===== config.mk =====
export PLATFORM = sky130hd
export DESIGN_NAME = pwm_controller_flat
export DESIGN_NICKNAME = d
export VERILOG_FILES = /design/src/rtl/pwm_pkg.sv /design/src/rtl/pwm_controller_if.sv /design/src/rtl/seg7_decoder.sv /design/src/rtl/pwm_controller.sv /design/src/flat_wrapper.sv
export SDC_FILE = /design/constraint.sdc
export NUM_CORES = 1
export LEC_CHECK = 0
export ABC_CLOCK_PERIOD_IN_PS = 3260
export BUFFER_PORTS_ARGS = -buffer_cell sky130_fd_sc_hd__buf_2
export CORE_MARGIN = 4
export CORE_UTILIZATION = 42
export DETAILED_ROUTE_END_ITERATION = 8
export PLACE_DENSITY = 0.65
export SLEW_MARGIN = 30
export SYNTH_ARGS = -nofsm -noshare
export SYNTH_HDL_FRONTEND = slang
export SYNTH_HIERARCHICAL = 1
export SYNTH_SLANG_ARGS = --single-unit
export TNS_END_PERCENT = 100

===== constraint.sdc =====
create_clock -name clk -period 3.26 [get_ports clk]
set_input_delay 0.326 -clock clk [delete_from_list [all_inputs] [get_ports clk]]
set_output_delay 0.326 -clock clk [all_outputs]
set_load 0.01 [all_outputs]

===== src/rtl/pwm_pkg.sv =====
// Shared types and constants for the PWM controller slice.
// Holds the run-state enum, the default counter width and the
// active-low 7-segment digit codes (segment order {g,f,e,d,c,b,a}).
package pwm_pkg;

  typedef enum logic {
    IDLE = 1'b0,
    RUN  = 1'b1
  } pwm_state_t;

  localparam int PERIOD_BITS_DEF = 4;

  localparam logic [6:0] SEG7_0     = 7'h40;
  localparam logic [6:0] SEG7_1     = 7'h79;
  localparam logic [6:0] SEG7_2     = 7'h24;
  localparam logic [6:0] SEG7_3     = 7'h30;
  localparam logic [6:0] SEG7_4     = 7'h19;
  localparam logic [6:0] SEG7_5     = 7'h12;
  localparam logic [6:0] SEG7_6     = 7'h02;
  localparam logic [6:0] SEG7_7     = 7'h78;
  localparam logic [6:0] SEG7_8     = 7'h00;
  localparam logic [6:0] SEG7_9     = 7'h10;
  localparam logic [6:0] SEG7_BLANK = 7'h7F;

  function automatic logic [6:0] seg7_encode(input logic [3:0] digit);
    logic [6:0] seg;
    case (digit)
      4'd0:    seg = SEG7_0;
      4'd1:    seg = SEG7_1;
      4'd2:    seg = SEG7_2;
      4'd3:    seg = SEG7_3;
      4'd4:    seg = SEG7_4;
      4'd5:    seg = SEG7_5;
      4'd6:    seg = SEG7_6;
      4'd7:    seg = SEG7_7;
      4'd8:    seg = SEG7_8;
      4'd9:    seg = SEG7_9;
      default: seg = SEG7_BLANK;
    endcase
    return seg;
  endfunction

endpackage


===== src/rtl/pwm_controller_if.sv =====
// Control/status bundle between the duty source and the PWM controller.
// master: upstream driver of enable and duty; slave: the controller.
interface pwm_controller_if
  import pwm_pkg::*;
#(
  parameter int PERIOD_BITS = PERIOD_BITS_DEF
);
  logic                   en;
  logic [PERIOD_BITS-1:0] duty_in;
  logic                   duty_carry;
  logic                   duty_load;
  logic                   pwm_out;
  logic                   period_start;
  logic [PERIOD_BITS:0]   duty_active;
  logic                   load_pending;

  modport master (
    output en, duty_in, duty_carry, duty_load,
    input  pwm_out, period_start, duty_active, load_pending
  );

  modport slave (
    input  en, duty_in, duty_carry, duty_load,
    output pwm_out, period_start, duty_active, load_pending
  );
endinterface


===== src/rtl/seg7_decoder.sv =====
// Combinational single-digit decoder: 4-bit value to active-low segments.
// Values above 9 blank the digit.
module seg7_decoder
  import pwm_pkg::*;
(
  input  logic [3:0] i_digit,
  output logic [6:0] o_seg
);

  // Table lookup of the segment pattern for one digit
  always_comb begin
    o_seg = seg7_encode(i_digit);
  end

endmodule


===== src/rtl/pwm_controller.sv =====
// PWM controller: free-running phase counter with double-buffered duty.
// A captured duty waits in a shadow register and is applied only when a
// new period begins, so a period is never cut short or stretched.
// Optional feature: define PWM_SEG7_EN to add registered two-digit
// decimal display outputs (seg7_lo / seg7_hi) of the applied duty.
module pwm_controller
  import pwm_pkg::*;
#(
  parameter int PERIOD_BITS = PERIOD_BITS_DEF
)
(
  input  logic             clk,
  input  logic             rst,
`ifdef PWM_SEG7_EN
  output logic [6:0]       seg7_lo,
  output logic [6:0]       seg7_hi,
`endif
  pwm_controller_if.slave  ctl
);

  localparam logic [PERIOD_BITS:0] DUTY_FULL = {1'b1, {PERIOD_BITS{1'b0}}};

  pwm_state_t             r_state;
  logic [PERIOD_BITS-1:0] r_phase;
  logic                   r_pwm;
  logic                   r_pstart;
  logic                   r_pending;
  logic [PERIOD_BITS:0]   r_duty;
  logic [PERIOD_BITS:0]   r_shadow;

  logic [PERIOD_BITS:0]   w_capture;
  logic [PERIOD_BITS-1:0] w_phase_next;
  logic                   w_enter_p0;
  logic [PERIOD_BITS:0]   w_duty_next;

  // Next phase, period-boundary detection and the duty that the next cycle uses.
  // A load coinciding with the boundary bypasses the shadow so it is applied at once.
  always_comb begin
    w_capture    = ctl.duty_carry ? DUTY_FULL : {1'b0, ctl.duty_in};
    w_phase_next = (r_state == RUN) ? r_phase + 1'b1 : '0;
    w_enter_p0   = ctl.en && ((r_state == IDLE) || (w_phase_next == '0));
    w_duty_next  = r_duty;
    if (w_enter_p0) begin
      if (ctl.duty_load) begin
        w_duty_next = w_capture;
      end else if (r_pending) begin
        w_duty_next = r_shadow;
      end
    end
  end

  // Run/idle FSM with phase counter, registered waveform and duty buffering
  always_ff @(posedge clk or posedge rst) begin
    if (rst) begin
      r_state   <= IDLE;
      r_phase   <= '0;
      r_pwm     <= 1'b0;
      r_pstart  <= 1'b0;
      r_pending <= 1'b0;
      r_duty    <= '0;
      r_shadow  <= '0;
    end else begin
      if (ctl.duty_load) begin
        r_shadow <= w_capture;
      end
      r_duty <= w_duty_next;
      if (w_enter_p0) begin
        r_pending <= 1'b0;
      end else if (ctl.duty_load) begin
        r_pending <= 1'b1;
      end

      case (r_state)
        IDLE: begin
          r_phase <= '0;
          if (ctl.en) begin
            r_state  <= RUN;
            r_pstart <= 1'b1;
            r_pwm    <= (w_duty_next != '0);
          end else begin
            r_pstart <= 1'b0;
            r_pwm    <= 1'b0;
          end
        end
        RUN: begin
          if (ctl.en) begin
            r_phase  <= w_phase_next;
            r_pstart <= w_enter_p0;
            r_pwm    <= ({1'b0, w_phase_next} < w_duty_next);
          end else begin
            r_state  <= IDLE;
            r_phase  <= '0;
            r_pstart <= 1'b0;
            r_pwm    <= 1'b0;
          end
        end
        default: begin
          r_state  <= IDLE;
          r_phase  <= '0;
          r_pstart <= 1'b0;
          r_pwm    <= 1'b0;
        end
      endcase
    end
  end

  assign ctl.pwm_out      = r_pwm;
  assign ctl.period_start = r_pstart;
  assign ctl.duty_active  = r_duty;
  assign ctl.load_pending = r_pending;

`ifdef PWM_SEG7_EN
  // Split into tens/ones assumes the applied duty stays below 20 (0..16 by default)
  localparam logic [PERIOD_BITS:0] DEC_TEN = (PERIOD_BITS+1)'(10);

  logic [3:0] w_tens;
  logic [3:0] w_ones;
  logic [6:0] w_seg_lo;
  logic [6:0] w_seg_hi;
  logic [6:0] r_seg_lo;
  logic [6:0] r_seg_hi;

  // Decimal split of the applied duty
  always_comb begin
    w_tens = '0;
    w_ones = 4'(r_duty);
    if (r_duty >= DEC_TEN) begin
      w_tens = 4'd1;
      w_ones = 4'(r_duty - DEC_TEN);
    end
  end

  seg7_decoder u_seg_lo (.i_digit(w_ones), .o_seg(w_seg_lo));
  seg7_decoder u_seg_hi (.i_digit(w_tens), .o_seg(w_seg_hi));

  // Register the display so it shows "00" out of reset
  always_ff @(posedge clk or posedge rst) begin
    if (rst) begin
      r_seg_lo <= SEG7_0;
      r_seg_hi <= SEG7_0;
    end else begin
      r_seg_lo <= w_seg_lo;
      r_seg_hi <= w_seg_hi;
    end
  end

  assign seg7_lo = r_seg_lo;
  assign seg7_hi = r_seg_hi;
`endif

endmodule


===== src/flat_wrapper.sv =====
// flat-port wrapper written by rule: the top's interface ports become plain ports
module pwm_controller_flat import pwm_pkg::*;
#(
  parameter int PERIOD_BITS = PERIOD_BITS_DEF
)
  (clk, rst, ctl_en, ctl_duty_in, ctl_duty_carry, ctl_duty_load, ctl_pwm_out, ctl_period_start, ctl_duty_active, ctl_load_pending);
  pwm_controller_if #(.PERIOD_BITS(PERIOD_BITS)) ctl_i ();
  input  logic clk;
  input  logic rst;
  input wire logic [$bits(ctl_i.en)-1:0] ctl_en;
  input wire logic [$bits(ctl_i.duty_in)-1:0] ctl_duty_in;
  input wire logic [$bits(ctl_i.duty_carry)-1:0] ctl_duty_carry;
  input wire logic [$bits(ctl_i.duty_load)-1:0] ctl_duty_load;
  output wire logic [$bits(ctl_i.pwm_out)-1:0] ctl_pwm_out;
  output wire logic [$bits(ctl_i.period_start)-1:0] ctl_period_start;
  output wire logic [$bits(ctl_i.duty_active)-1:0] ctl_duty_active;
  output wire logic [$bits(ctl_i.load_pending)-1:0] ctl_load_pending;
  assign ctl_i.en = ctl_en;
  assign ctl_i.duty_in = ctl_duty_in;
  assign ctl_i.duty_carry = ctl_duty_carry;
  assign ctl_i.duty_load = ctl_duty_load;
  assign ctl_pwm_out = ctl_i.pwm_out;
  assign ctl_period_start = ctl_i.period_start;
  assign ctl_duty_active = ctl_i.duty_active;
  assign ctl_load_pending = ctl_i.load_pending;
  pwm_controller #(.PERIOD_BITS(PERIOD_BITS)) u_core (.clk(clk), .rst(rst), .ctl(ctl_i));
endmodule

## Word level (Yosys, flattened, before mapping)

Cells that the tools add are included.

| storage, ports and cells | value |
|---|---|
| output and inout bits | 8 |
| bits in registers | 18 |

| operators by class | value |
|---|---|
| $add $sub $neg | 1 |
| bitwise operators | 1 |
| mux-type cells | 15 |
| magnitude comparators | 1 |
| reductions and logical operators | 5 |

Operators by type and width:

| operator | count |
|---|---|
| 2-to-1 mux 5 bit | 4 |
| 2-to-1 mux 4 bit | 2 |
| one-hot mux 4 bit (2 select lines) | 1 |
| 2-to-1 mux 1 bit | 6 |
| < comparator 4 x 5 -> 1 bit | 1 |
| nonzero test 5 bit | 1 |
| adder 4 x 1 -> 4 bit (second input constant) | 1 |
| logical NOT 4 bit | 1 |
| one-hot mux 1 bit (2 select lines) | 2 |
| nonzero test 2 bit | 1 |
| logical AND 1 bit | 1 |
| logical OR 1 bit | 1 |
| inverter 1 bit | 1 |

## Longest topological paths before layout

Gate-level depths: netlist (run 1).

| logic depth | value |
|---|---|
| word-level depth | 9 |
| depth in mapped cells | 13 |
| mapped depth without buffers | 12 |

## Least setup slack after synthesis (run 1)

No wires, ideal clock.

| timing path | value |
|---|---|
| path type | flip-flop to flip-flop |
| start point | register u_core.r_phase[0] |
| end point | register u_core.r_pwm (netlist: u_core/ctl.pwm_out) |
| data arrival time | 2.547 ns |
| required time | 3.156 ns |
| clock period less this slack | 2.651 ns |
| setup time | 0.104 ns |
| setup slack | 0.609 ns |
| stages on the path, launching flop included | 14 |
| cells stage by stage | dfrtp_1 -> ha_1 -> xnor2_1 -> a41oi_1 -> or2_1 -> buf_6 -> o32a_2 -> inv_1 -> ha_1 -> a21oi_1 -> nand2_1 -> nand2_1 -> a32oi_1 -> o311ai_1 |

| on the way | value |
|---|---|
| longest elaborated chain between the ends | 9 |
| elaborated cells between the ends (all ways) | 11 |

RTL lines:

| item | line | text |
|---|---|---|
| start: declaration | pwm_controller.sv:24 | `logic [PERIOD_BITS-1:0] r_phase;` |
| start signal: assignment | pwm_controller.sv:87 | `r_phase <= w_phase_next;` |
| adder 4 x 1 -> 4 bit * | pwm_controller.sv:40 | `w_phase_next = (r_state == RUN) ? r_phase + 1'b1 : '0;` |
| 2-to-1 mux 4 bit * | pwm_controller.sv:40 |  |
| logical NOT 4 bit * | pwm_controller.sv:41 | `w_enter_p0 = ctl.en && ((r_state == IDLE) \|\| (w_phase_next == '0));` |
| logical OR 1 bit * | pwm_controller.sv:41 |  |
| logical AND 1 bit * | pwm_controller.sv:41 |  |
| 2-to-1 mux 5 bit * | pwm_controller.sv:43 | `if (w_enter_p0) begin` |
| net u_core.w_duty_next[2] | pwm_controller.sv:34 | `logic [PERIOD_BITS:0] w_duty_next;` |
| < comparator 4 x 5 -> 1 bit or nonzero test 5 bit (tied branches) | pwm_controller.sv:89, pwm_controller.sv:79 |  |
| 2-to-1 mux 1 bit (on tied branches) | pwm_controller.sv:86, pwm_controller.sv:76 |  |
| one-hot mux 1 bit (2 select lines) * | pwm_controller.sv:73 | `case (r_state)` |
| end signal: assignment | pwm_controller.sv:79 | `r_pwm <= (w_duty_next != '0);` |
| end signal: assignment | pwm_controller.sv:89 | `r_pwm <= ({1'b0, w_phase_next} < w_duty_next);` |
| end: declaration | pwm_controller.sv:25 | `logic r_pwm;` |

The timed path passes the listed nets; every way through them passes the cells marked *.
A chain may end at the register's enable or synchronous reset.

## Final worst setup path (run 1)

Same ends and word-level chain as after synthesis.

==> metrics.md, run 1 <==
| Metric | Value |
|---|---|
| Mean post-synth cell area | `10.5 sq um` |
| First-pass GRT wire length | `2.95 mm` |
| CP max FO | `7` |
| Seq pwr share | `53.6%` |
| Slew HR | `55.5%` |
| Required @ worst endpoint | `3.44 ns` |
| DRC violation count after routing | `0` |
| Clock Latency Late Sink | `0.29 ns` |
| Int Power | `349 uW` |
| Wirelength per Cell | `12.9 um` |
| Clock Tree Root | `clkbuf_4` |
| Vias in the first global route | `673` |
| VDD IR max | `285 uV` |
| Congestion Overflow GR | `0` |
| Number of synthesized flops with an enable pin | `0` |
| Pwr dens | `484 mW/mm^2` |
| Slew @ Worst Pin | `0.667 ns` |
| Adder-Cell Fraction of Synth Area | `5.56%` |
| Crit path DAT | `3.16 ns` |
| Final period utilization | `91.3%` |
| Pins over their slew limit | `0` |
| DRT antenna net count | `0` |
| Postcts setup bufs | `0` |
| Switching Fraction | `29.4%` |
| Post-Place Setup Slack | `0.295 ns` |
| Port Buf Inserts | `16` |
| Share of cells above drive strength 1 | `27.2%` |
| ANT cells | `0` |
| Post-synthesis mux area share | `5.56%` |
| Pre-Repair DR Iteration Count | `4` |
| Initial DRC Count | `16` |
| Core area | `0.00200 sq mm` |
| CTS buffer count | `3` |
| Period minus WS final | `2.98 ns` |
| Cells after synthesis | `86` |
| Initial antenna violation count | `0` |
| Final setup vio count | `0` |
| Final setup skew | `0.00674 ns` |
| Area Growth Syn to Fin | `13.5%` |
| Worst R2R End | `u_core/ctl.pwm_out` |
| Io pins | `17` |
| Die height | `54.3 um` |
| CTS clk-pin slew, worst paths | `0.10 ns` |
| Starting Density | `45.0%` |
| Critical Path Start | `u_core/r_phase[0]` |
| Via count | `659` |
| MaxCap Viol Count | `0` |
| CTS Hold Buffers Added | `0` |
| Final WL | `1.68 mm` |
| Syn Std Cell Area | `901 sq um` |
| Logic pwr share | `25.0%` |
| Setup TNS | `0 ns` |
| Worst hold margin | `0.114 ns` |
| Distinct cell type count after synthesis | `32` |
| Largest net degree at the start of global routing | `19` |
| Crit Path Category | `reg2reg` |
| Clk buf depth | `2` |
| Xor-xnor portion of the synthesized cell area | `0.972%` |
| Worst min-delay path class | `in2async` |
| Outcome | `completed` |
| Total die area | `0.00295 sq mm` |
| Post-Synth Simple-Gate Area | `14.3%` |
| Post-cts resize count | `0` |
| Nets | `118` |
| H-tree depth | `1` |
| Hpwl dp | `1.29 mm` |
| Reg2reg setup slack | `0.28 ns` |
| Total GRT Usage | `14.2%` |
| Element type at the critical path start | `flop` |
| Unrepaired setup endpoints after global routing | `false` |
| Post-synthesis net count | `99` |
| Final hold vios | `0` |
| Crit path capture type | `flop` |
| Clk sinks | `18` |
| Seq cells post-synth | `18` |
| Setup ws final | `0.282 ns` |
| YS warnings | `6` |
| Fill cells | `191` |
| Largest family of logic cells by synthesized area | `compound AO/OA/AOI/OAI gates` |
| CTS tree | `done` |
| FF-to-FF Start | `u_core/r_phase[0]` |
| Final RePlAce weighted congestion | `0.709` |
| Sequential-to-total area share from yosys stat | `50.0%` |
| Switching pwr | `145 uW` |
| Async SR Flop Fraction | `100%` |
| Reg2Reg Depth | `12` |
| Chip Width | `54.3 um` |
| Clock share of power | `21.3%` |
| F_max | `336 MHz` |
| Main synth FF type | `dfrtp_1` |
| Compound-gate portion of the synthesized area | `17.4%` |
| Lkg Pwr | `0.501 nW` |
| Rows | `16` |
| DR vias/cell | `5.07` |
[stage by stage]
stage / utilization (%) / total power [mW] / instance area [sq um] / instances
final: 51.1 / 0.495 / 1020 / 130
after global routing: 51.1 / 0.535 / 1020 / 130
after global placement: 49.9 / 0.392 / 1000 / 127
after floorplan: - / 0.353 / 901 / 86
after CTS: 51.1 / 0.504 / 1020 / 130
after detailed placement: 49.9 / 0.395 / 1000 / 127
[sequential cells by signal, summed over array words and instances, names as in the netlist]
register and flops:
u_core/r_shadow 5, u_core/r_state 1, u_core/r_phase 4, u_core/ctl.pwm_out 1
u_core/ctl.load_pending 1, u_core/ctl.duty_active 5, u_core/ctl.period_start 1
[placed cells by master, fill, tap and decap left out]
cell type	count
nor2_1	5
o41ai_1	1
xnor2_1	1
clkbuf_4	3
o311ai_1	1
a21oi_1	5
mux2i_1	1
or2_1	1
buf_2	16
dfrtp_1	18
ha_1	4
nand2b_1	2
nor2b_1	2
o21ai_0	5
a41oi_1	1
o32a_2	2
and2b_2	1
nand2_1	8
a32oi_1	1
nor3_1	3
mux2i_2	1
inv_2	1
o32a_4	1
nand3_1	1
o31a_2	1
mux2_2	1
inv_1	10
nand3b_1	1
o311ai_0	1
and2_1	2
o21bai_1	1
mux2_4	1
[Yosys cell counts (2+ instances only)]
library cell  count  area share, %
a21oi_1           5            2.8
and2_1            2            1.4
dfrtp_1          18             50
ha_1              4            5.6
inv_1            10            4.2
nand2_1           8            3.3
nand2b_1          2            1.4
nor2_1            5            2.1
nor2b_1           2            1.4
nor3_1            3            1.7
o21ai_0           5            2.8
o32a_2            2            2.5
[worst max path at each step]
stage | to | slack (ns) | depth (start not counted)
finish | u_core/ctl.pwm_out | 0.28 | 12
global route | u_core/ctl.pwm_out | 0.05 | 12
CTS | u_core/ctl.pwm_out | 0.27 | 12
detailed placement | u_core/ctl.pwm_out | 0.30 | 12
global placement | u_core/ctl.pwm_out | 0.41 | 12
floorplan | u_core/ctl.pwm_out | 0.61 | 13
[layer usage]
| layer | global-route usage [%] | vias up | part of all wire, % |
|---|---|---|---|
| met1 | 17.8 | 311 | 47 |
| li1 | - | 335 | - |
| met2 | 23.1 | 11 | 48 |
| met3 | 2.45 | 2 | 3.5 |
| met4 | 7.47 | 0 | 0.72 |
| met5 | 0 | - | 0 |
[power groups by stage]
stage | sequential, mW | combinational [mW] | clock, mW
global route | 0.269 | 0.142 | 0.124
CTS | 0.265 | 0.125 | 0.114
detailed placement | 0.270 | 0.125 | 0
floorplan | 0.278 | 0.0756 | 0
global placement | 0.268 | 0.124 | 0
finish | 0.265 | 0.124 | 0.106
[kinds of logic (layout without fill, tap and decap cells)]
logic type               Yosys count  after routing
buffers and inverters             13             30
adder cells (fa/ha/maj)            4              4
multiplexers                       4              4
XOR/XNOR                           1              1
flip-flops                        18             18
AO/OA/AOI/OAI                     20             20
AND/OR/NAND/NOR                   26             26
[worst max-delay path, cell delays in order, from the launching register on]
cell	delay, ns
dfrtp_1	0.43
ha_1	0.22
xnor2_1	0.26
a41oi_1	0.23
or2_1	0.37
o32a_2	0.42
inv_1	0.07
ha_1	0.23
a21oi_1	0.19
nand2_1	0.07
nand2_1	0.06
a32oi_1	0.05
o311ai_1	0.27
[area by class of cell]
class                           instances  area, sq um  area share (%)
Clock buffer                            3         22.5            2.20
Tap cell                               27         33.8            3.30
Sequential cell                        18          450            44.1
Inverter                               11         41.3            4.04
Multi-Input combinational cell         55          394            38.6
Timing Repair Buffer                   16         80.1            7.83
Power figures use the tool's default switching activity.
==> run 2, diff against run 1 <==
--- a/config.mk
+++ b/config.mk
@@ -11,9 +11,8 @@
 export CORE_UTILIZATION = 42
 export DETAILED_ROUTE_END_ITERATION = 8
 export PLACE_DENSITY = 0.65
-export SLEW_MARGIN = 30
+export SLEW_MARGIN = 20
 export SYNTH_ARGS = -nofsm -noshare
 export SYNTH_HDL_FRONTEND = slang
-export SYNTH_HIERARCHICAL = 1
 export SYNTH_SLANG_ARGS = --single-unit
 export TNS_END_PERCENT = 100
==> run 2 against run 1 <==
Compared with the run above: area after synthesis is 8.5% higher; routed wire length is 11% higher; combinational power is 16% higher; sequential power is 2% higher; critical path type unchanged; first-iteration DRC count is 13% lower; clock power is 30% higher; clock skew is 0.0054 ns lower; final cell count is 6.9% higher; sequential cell count stayed put; core utilization is 0.72 points lower.
==> metrics.md, run 2 <==
| Metric | Value |
|---|---|
| Outcome | `completed` |
| Initial antenna violation count | `0 (unchanged)` |
| Nets | `125 (+5.9%)` |
| Syn Std Cell Area | `977 sq um (+8.5%)` |
| Reg2reg setup slack | `0.51 ns (+0.23 ns)` |
| Period minus WS final | `2.75 ns (-0.232 ns)` |
| Mean post-synth cell area | `10.5 sq um (+0.31%)` |
| DR vias/cell | `5.35 (+5.4%)` |
| Worst setup path end | `u_core.ctl.pwm_out` |
| Postcts setup bufs | `0 (unchanged)` |
| Unrepaired setup endpoints after global routing | `false` |
| Via count | `743 (+13%)` |
| Final WL | `1.86 mm (+11%)` |
| Most common library cell in the layout ignoring fill and taps | `dfrtp_1` |
| Pwr dens | `496 mW/mm^2 (+2.5%)` |
| Xor-xnor portion of the synthesized cell area | `0.896% (-0.076 points)` |
| CTS Hold Buffers Added | `0 (unchanged)` |
| Chip Width | `56.2 um (+3.5%)` |
| DRT antenna net count | `0 (unchanged)` |
| Final hold vios | `0 (unchanged)` |
| CTS buffer count | `3 (unchanged)` |
| Adder-Cell Fraction of Synth Area | `5.12% (-0.43 points)` |
| Post-Synth Simple-Gate Area | `18.4% (+4.1 points)` |
| Clock Tree Root | `clkbuf_4` |
| Post-synthesis net count | `106 (+7.1%)` |
| Sequential-to-total area share from yosys stat | `46.1% (-3.9 points)` |
| YS warnings | `0 (-6)` |
| F_max | `364 MHz (+8.5%)` |
| Post-Place Setup Slack | `0.536 ns (+0.241 ns)` |
| Area leader, netlist | `dfrtp_1` |
| Most frequent cells in the layout | `dfrtp_1, buf_2, inv_1` |
| CTS clk-pin slew, worst paths | `0.10 ns (about the same)` |
| Element type at the critical path start | `flop` |
| Io pins | `17 (unchanged)` |
| MaxCap Viol Count | `0 (unchanged)` |
| Post-cts resize count | `0 (unchanged)` |
| CTS tree | `done` |
| Congestion Overflow GR | `0 (unchanged)` |
| CP max FO | `5 (-2)` |
| Slew @ Worst Pin | `0.681 ns (+0.0140 ns)` |
| Most area-consuming cells after synthesis | `dfrtp_1, ha_1, o21ai_0` |
| Crit path DAT | `2.96 ns (-0.20 ns)` |
| Clk buf depth | `2 (unchanged)` |
| Total GRT Usage | `12.5% (-1.7 points)` |
| Critical Path Start | `u_core.r_phase[0]` |
| Number of synthesized flops with an enable pin | `0 (unchanged)` |
| Count leader, synth | `dfrtp_1` |
| Share of cells above drive strength 1 | `27.9% (+0.74 points)` |
| Final setup skew | `0.00132 ns (-0.00542 ns)` |
| VDD IR max | `274 uV (-3.7%)` |
| Port Buf Inserts | `16 (unchanged)` |
| Setup TNS | `0 ns (unchanged)` |
| Core area | `0.00221 sq mm (+10%)` |
| First-pass GRT wire length | `3.12 mm (+5.8%)` |
| Crit path capture type | `flop` |
| Distinct cell type count after synthesis | `38 (+19%)` |
| Largest net degree at the start of global routing | `19 (unchanged)` |
| Reg2Reg Depth | `11 (-1)` |
| Main synth FF type | `dfrtp_1` |
| Cells after synthesis | `93 (+8.1%)` |
| Starting Density | `44.2% (-0.83 points)` |
| Pins over their slew limit | `0 (unchanged)` |
| Die height | `56.2 um (+3.5%)` |
| Area Growth Syn to Fin | `14.0%` |
| ANT cells | `0 (unchanged)` |
| Async SR Flop Fraction | `100% (unchanged)` |
| Compound-gate portion of the synthesized area | `17.3% (-0.076 points)` |
| Lkg Pwr | `0.536 nW (+7.0%)` |
| Final period utilization | `84.2% (-7.1 points)` |
| Initial DRC Count | `14 (-2)` |
| Synth top cells by count | `dfrtp_1, inv_1, o21ai_0` |
| Clock Latency Late Sink | `0.29 ns (about the same)` |
| Pre-Repair DR Iteration Count | `4 (unchanged)` |
| Largest family of logic cells by synthesized area | `simple AND/OR/NAND/NOR gates` |
| Crit Path Category | `reg2reg` |
| H-tree depth | `1 (unchanged)` |
| Seq cells post-synth | `18 (unchanged)` |
| Final setup vio count | `0 (unchanged)` |
| Setup ws final | `0.514 ns (+0.232 ns)` |
| Final RePlAce weighted congestion | `0.815 (+15%)` |
| Clk sinks | `18 (unchanged)` |
| Worst R2R End | `u_core.ctl.pwm_out` |
| Slew HR | `54.6% (-0.93 points)` |
| Post-synth top area share | `46.1% (-3.9 points)` |
| Total die area | `0.00316 sq mm (+7.2%)` |
| Rows | `17 (+1)` |
| DRC violation count after routing | `0 (unchanged)` |
| Hpwl dp | `1.45 mm (+12%)` |
| Fill cells | `206 (+7.9%)` |
| Vias in the first global route | `758 (+13%)` |
| Required @ worst endpoint | `3.47 ns (+0.03 ns)` |
| Wirelength per Cell | `13.4 um (+3.8%)` |
| Worst min-delay path class | `in2async` |
| FF-to-FF Start | `u_core.r_phase[0]` |
| Post-synthesis mux area share | `6.02% (+0.46 points)` |
-- run 2: kinds of logic after synthesis --
kind of cell	count (synthesis)
compound gates	24
xor+xnor	1
fa+ha+maj	4
buf+inv	14
flops	18
mux	4
simple gates	28
-- run 2: per-layer routing --
layer	vias up	track usage (%)	share of wire (%)
met1	359	15.4	48
met4	0	5.42	1.4
met5	-	0	0
met2	13	20.5	48
li1	367	-	-
met3	4	3.02	2.7
-- run 2: worst max-delay path, stage by stage, from the launching register on --
cell and delay, ns:
dfrtp_1 0.44, ha_1 0.33, and3b_1 0.20, a21oi_1 0.37, o21ai_0 0.16, o211ai_1 0.19, inv_1 0.08, ha_1 0.29
o21a_1 0.18, o21ai_0 0.14, a22oi_1 0.10, o221ai_1 0.17
-- run 2: final cells by class --
| cell class | instances | area, sq um | area share [%] |
|---|---|---|---|
| well taps | 28 | 35.0 | 3.15 |
| flip-flops and latches | 18 | 450 | 40.4 |
| multi-input cells | 61 | 467 | 41.9 |
| inverters | 12 | 45.0 | 4.04 |
| repair buffers | 16 | 80.1 | 7.19 |
| clock buffers | 4 | 36.3 | 3.26 |
-- run 2: stage by stage --
step / power (mW) / util, % / hold WS, ns / instances / area, sq um
detailed placement: 0.421 / 48.7 / 0.466 / 135 / 1080
global placement: 0.416 / 48.7 / 0.467 / 135 / 1080
global route: 0.587 / 50.3 / 0.161 / 139 / 1110
CTS: 0.559 / 50.3 / 0.136 / 139 / 1110
finish: 0.552 / 50.3 / 0.119 / 139 / 1110
floorplan: 0.372 / - / 0.265 / 93 / 977
-- run 2: worst min-delay path by stage --
stage / start / endpoint / cells past startpoint
floorplan: rst / u_core.ctl.duty_active[0] / 1
global placement: rst / u_core.r_phase[3] / 2
detailed placement: rst / u_core.r_phase[3] / 2
CTS: rst / u_core.r_phase[2] / 2
global route: rst / u_core.r_phase[2] / 2
finish: rst / u_core.r_phase[2] / 2
-- run 2: where the power goes --
| group | internal (mW) | total (mW) | switching, mW |
|---|---|---|---|
| clock network | 0.0680 | 0.138 | 0.0696 |
| logic | 0.0641 | 0.144 | 0.0794 |
| registers | 0.251 | 0.271 | 0.0199 |
| total | 0.383 | 0.552 | 0.169 |
==> run 3, diff against run 2 <==
--- a/config.mk
+++ b/config.mk
@@ -5,7 +5,7 @@
 export SDC_FILE = /design/constraint.sdc
 export NUM_CORES = 1
 export LEC_CHECK = 0
-export ABC_CLOCK_PERIOD_IN_PS = 3260
+export ABC_CLOCK_PERIOD_IN_PS = 2600
 export BUFFER_PORTS_ARGS = -buffer_cell sky130_fd_sc_hd__buf_2
 export CORE_MARGIN = 4
 export CORE_UTILIZATION = 42
==> constraint.sdc (replaced) <==
create_clock -name clk -period 2.6 [get_ports clk]
set_input_delay 0.26 -clock clk [delete_from_list [all_inputs] [get_ports clk]]
set_output_delay 0.26 -clock clk [all_outputs]
set_load 0.01 [all_outputs]
==> run 3 against run 2 <==
Compared with the run above: routed wire length increased by 5.9%; worst hold slack got worse by 0.065 ns; via count increased by 3.9%; sequential power increased by 25%; core utilization increased by 2.8 points; power increased by 24%; critical path type unchanged; combinational power increased by 48%; critical endpoint unchanged; clock-buffer cell count decreased by 1; fmax increased by 10%; clock skew increased by 0.0010 ns; sequential share of layout area decreased by 2.2 points; critical path depth unchanged.
==> metrics.md, run 3 (synthesis gave the netlist of run 2 again) <==
| Metric | Value |
|---|---|
| Outcome | `completed` |
| CP delay by family, top | `compound AO/OA/AOI/OAI gates` |
| Pwr dens | `584 mW/mm^2 (+18%)` |
| WP buf/inv | `1 (unchanged)` |
| Crit path DAT | `2.65 ns (-0.31 ns)` |
| Clock Tree Root | `clkbuf_4` |
| Setup ws final | `0.112 ns (-0.402 ns)` |
| DRT antenna net count | `0 (unchanged)` |
| Crit-path cells | `ha_4 > and3b_1 > a21o_1 > nand2_4 > o211ai_1 > inv_1 > ha_4 > o21a_1 > o21ai_1 > a22oi_1 > o221ai_1` |
| Rows | `17 (unchanged)` |
| Wirelength per Cell | `13.7 um (+2.2%)` |
| Final setup vio count | `0 (unchanged)` |
| Most common library cell in the layout ignoring fill and taps | `dfrtp_1` |
| Unrepaired setup endpoints after global routing | `false` |
| Worst min-delay path class | `in2async` |
| Pins over their slew limit | `0 (unchanged)` |
| Setup TNS | `0 ns (unchanged)` |
| Area Growth Syn to Fin | `20.4%` |
| Core area | `0.00221 sq mm (unchanged)` |
| Congestion Overflow GR | `0 (unchanged)` |
| CTS buffer count | `3 (unchanged)` |
| Period minus WS final | `2.49 ns (-0.258 ns)` |
| Slowest Stage Delay on Critical Path | `0.45 ns (about the same)` |
| Worst setup path end | `u_core.ctl.pwm_out` |
| Io pins | `17 (unchanged)` |
| Final hold vios | `0 (unchanged)` |
| Lkg Pwr | `0.556 nW (+3.8%)` |
| Element type at the critical path start | `flop` |
| Clock Latency Late Sink | `0.28 ns (about the same)` |
| Starting Density | `44.2% (unchanged)` |
| Port Buf Inserts | `16 (unchanged)` |
| DRC violation count after routing | `0 (unchanged)` |
| Clk sinks | `18 (unchanged)` |
| Final period utilization | `95.7% (+11 points)` |
| Slew HR | `55.4% (+0.81 points)` |
| DR vias/cell | `5.36 (+0.30%)` |
| Required @ worst endpoint | `2.76 ns (-0.71 ns)` |
| Die height | `56.2 um (unchanged)` |
| Crit path depth | `11 (unchanged)` |
| Largest net degree at the start of global routing | `19 (unchanged)` |
| Worst path most repeated cell | `ha_4` |
| Hpwl dp | `1.49 mm (+2.9%)` |
| FF-to-FF Start | `u_core.r_phase[0]` |
| Via count | `772 (+3.9%)` |
| CP max-delay cell | `dfrtp_1` |
| Clk buf depth | `2 (unchanged)` |
| Initial antenna violation count | `0 (unchanged)` |
| Final WL | `1.97 mm (+5.9%)` |
| CTS Hold Buffers Added | `0 (unchanged)` |
| Post-Place Setup Slack | `0.0266 ns (-0.510 ns)` |
| Critical Path Start | `u_core.r_phase[0]` |
| Share of cells above drive strength 1 | `33.6% (+5.7 points)` |
| CTS tree | `done` |
| Reg2reg setup slack | `0.11 ns (-0.40 ns)` |
| Final RePlAce weighted congestion | `0.891 (+9.3%)` |
| Most frequent cells in the layout | `dfrtp_1, buf_2, inv_1` |
| VDD IR max | `360 uV (+31%)` |
| Reg2Reg Depth | `11 (unchanged)` |
| Worst R2R End | `u_core.ctl.pwm_out` |
| MaxCap Viol Count | `0 (unchanged)` |
| F_max | `402 MHz (+10%)` |
| First-pass GRT wire length | `3.33 mm (+6.6%)` |
| Total GRT Usage | `13.4% (+0.92 points)` |
| CTS clk-pin slew, worst paths | `0.10 ns (about the same)` |
| ANT cells | `0 (unchanged)` |
| H-tree depth | `1 (unchanged)` |
| Initial DRC Count | `22 (+8)` |
| Crit Path Category | `reg2reg` |
| Final setup skew | `0.00234 ns (+0.00102 ns)` |
| Vias in the first global route | `715 (-5.7%)` |
| Nets | `131 (+4.8%)` |
| Total die area | `0.00316 sq mm (unchanged)` |
| Crit path capture type | `flop` |
| Pre-Repair DR Iteration Count | `4 (unchanged)` |
| Slew @ Worst Pin | `0.669 ns (-0.0122 ns)` |
| CP max FO | `4 (-1)` |
| Chip Width | `56.2 um (unchanged)` |
run 3: cell types whose count changed in the layout (fill, tap and decap cells not counted), sizes merged:
cell	delta
buf	+6
clkbuf	-1
run 3: how the worst min path moves through the flow:
stage | startpoint | end | slack (ns) | cells after the start
2_1_floorplan | rst | u_core.ctl.duty_active[0] | 0.20 | 1
3_3_place_gp | rst | u_core.r_phase[1] | 0.40 | 2
3_5_place_dp | rst | u_core.r_phase[1] | 0.40 | 2
4_1_cts | rst | u_core.r_phase[1] | 0.08 | 2
5_1_grt | rst | u_core.r_phase[1] | 0.11 | 2
6_report | rst | u_core.r_phase[1] | 0.05 | 2
run 3: what timing repair did:
| item | in CTS | in global routing |
|---|---|---|
| setup endpoints to repair | 1 | 1 |
| buffers inserted | 0 | 2 |
| gates resized for setup | 0 | 4 |
| pin swaps | 1 | 4 |
run 3: area by class of cell:
type,count,area (sq um)
fillers,216,1040
multi-input cells,61,498
flip-flops and latches,18,450
repair buffers,22,125
inverters,12,45.0
well taps,28,35.0
clock buffers,3,22.5
run 3: per-stage QoR:
step	power (mW)	hold slack, ns	instance area, sq um	cells	utilization (%)
final	0.687	0.0546	1180	144	53.2
after global routing	0.736	0.109	1180	144	53.2
after CTS	0.676	0.0817	1130	142	51.1
after detailed placement	0.542	0.404	1110	139	50.1
after global placement	0.538	0.396	1110	139	50.1
after floorplan	0.466	0.199	977	93	-
run 3: worst register-to-register path, delay by kind of cell, from the launching register on:
family                   cells  cell delay, ns
AO/OA/AOI/OAI                6            0.94
adder cells (fa/ha/maj)      2            0.55
flip-flops                   1            0.45
AND/OR/NAND/NOR              2            0.31
buffers and inverters        1            0.12
run 3: report_power, final:
group | leakage [nW] | switching (mW) | total, mW | internal, mW
Sequential | 0.227 | 0.0254 | 0.340 | 0.315
Clock | 0.0138 | 0.0809 | 0.135 | 0.0537
Combinational | 0.316 | 0.108 | 0.213 | 0.104
run 3: routing by layer:
layer | global-route usage [%] | share of wire (%)
met5 | 0 | 0
met3 | 3.02 | 3.0
met1 | 18.6 | 47
met4 | 5.08 | 1.2
met2 | 20.2 | 48
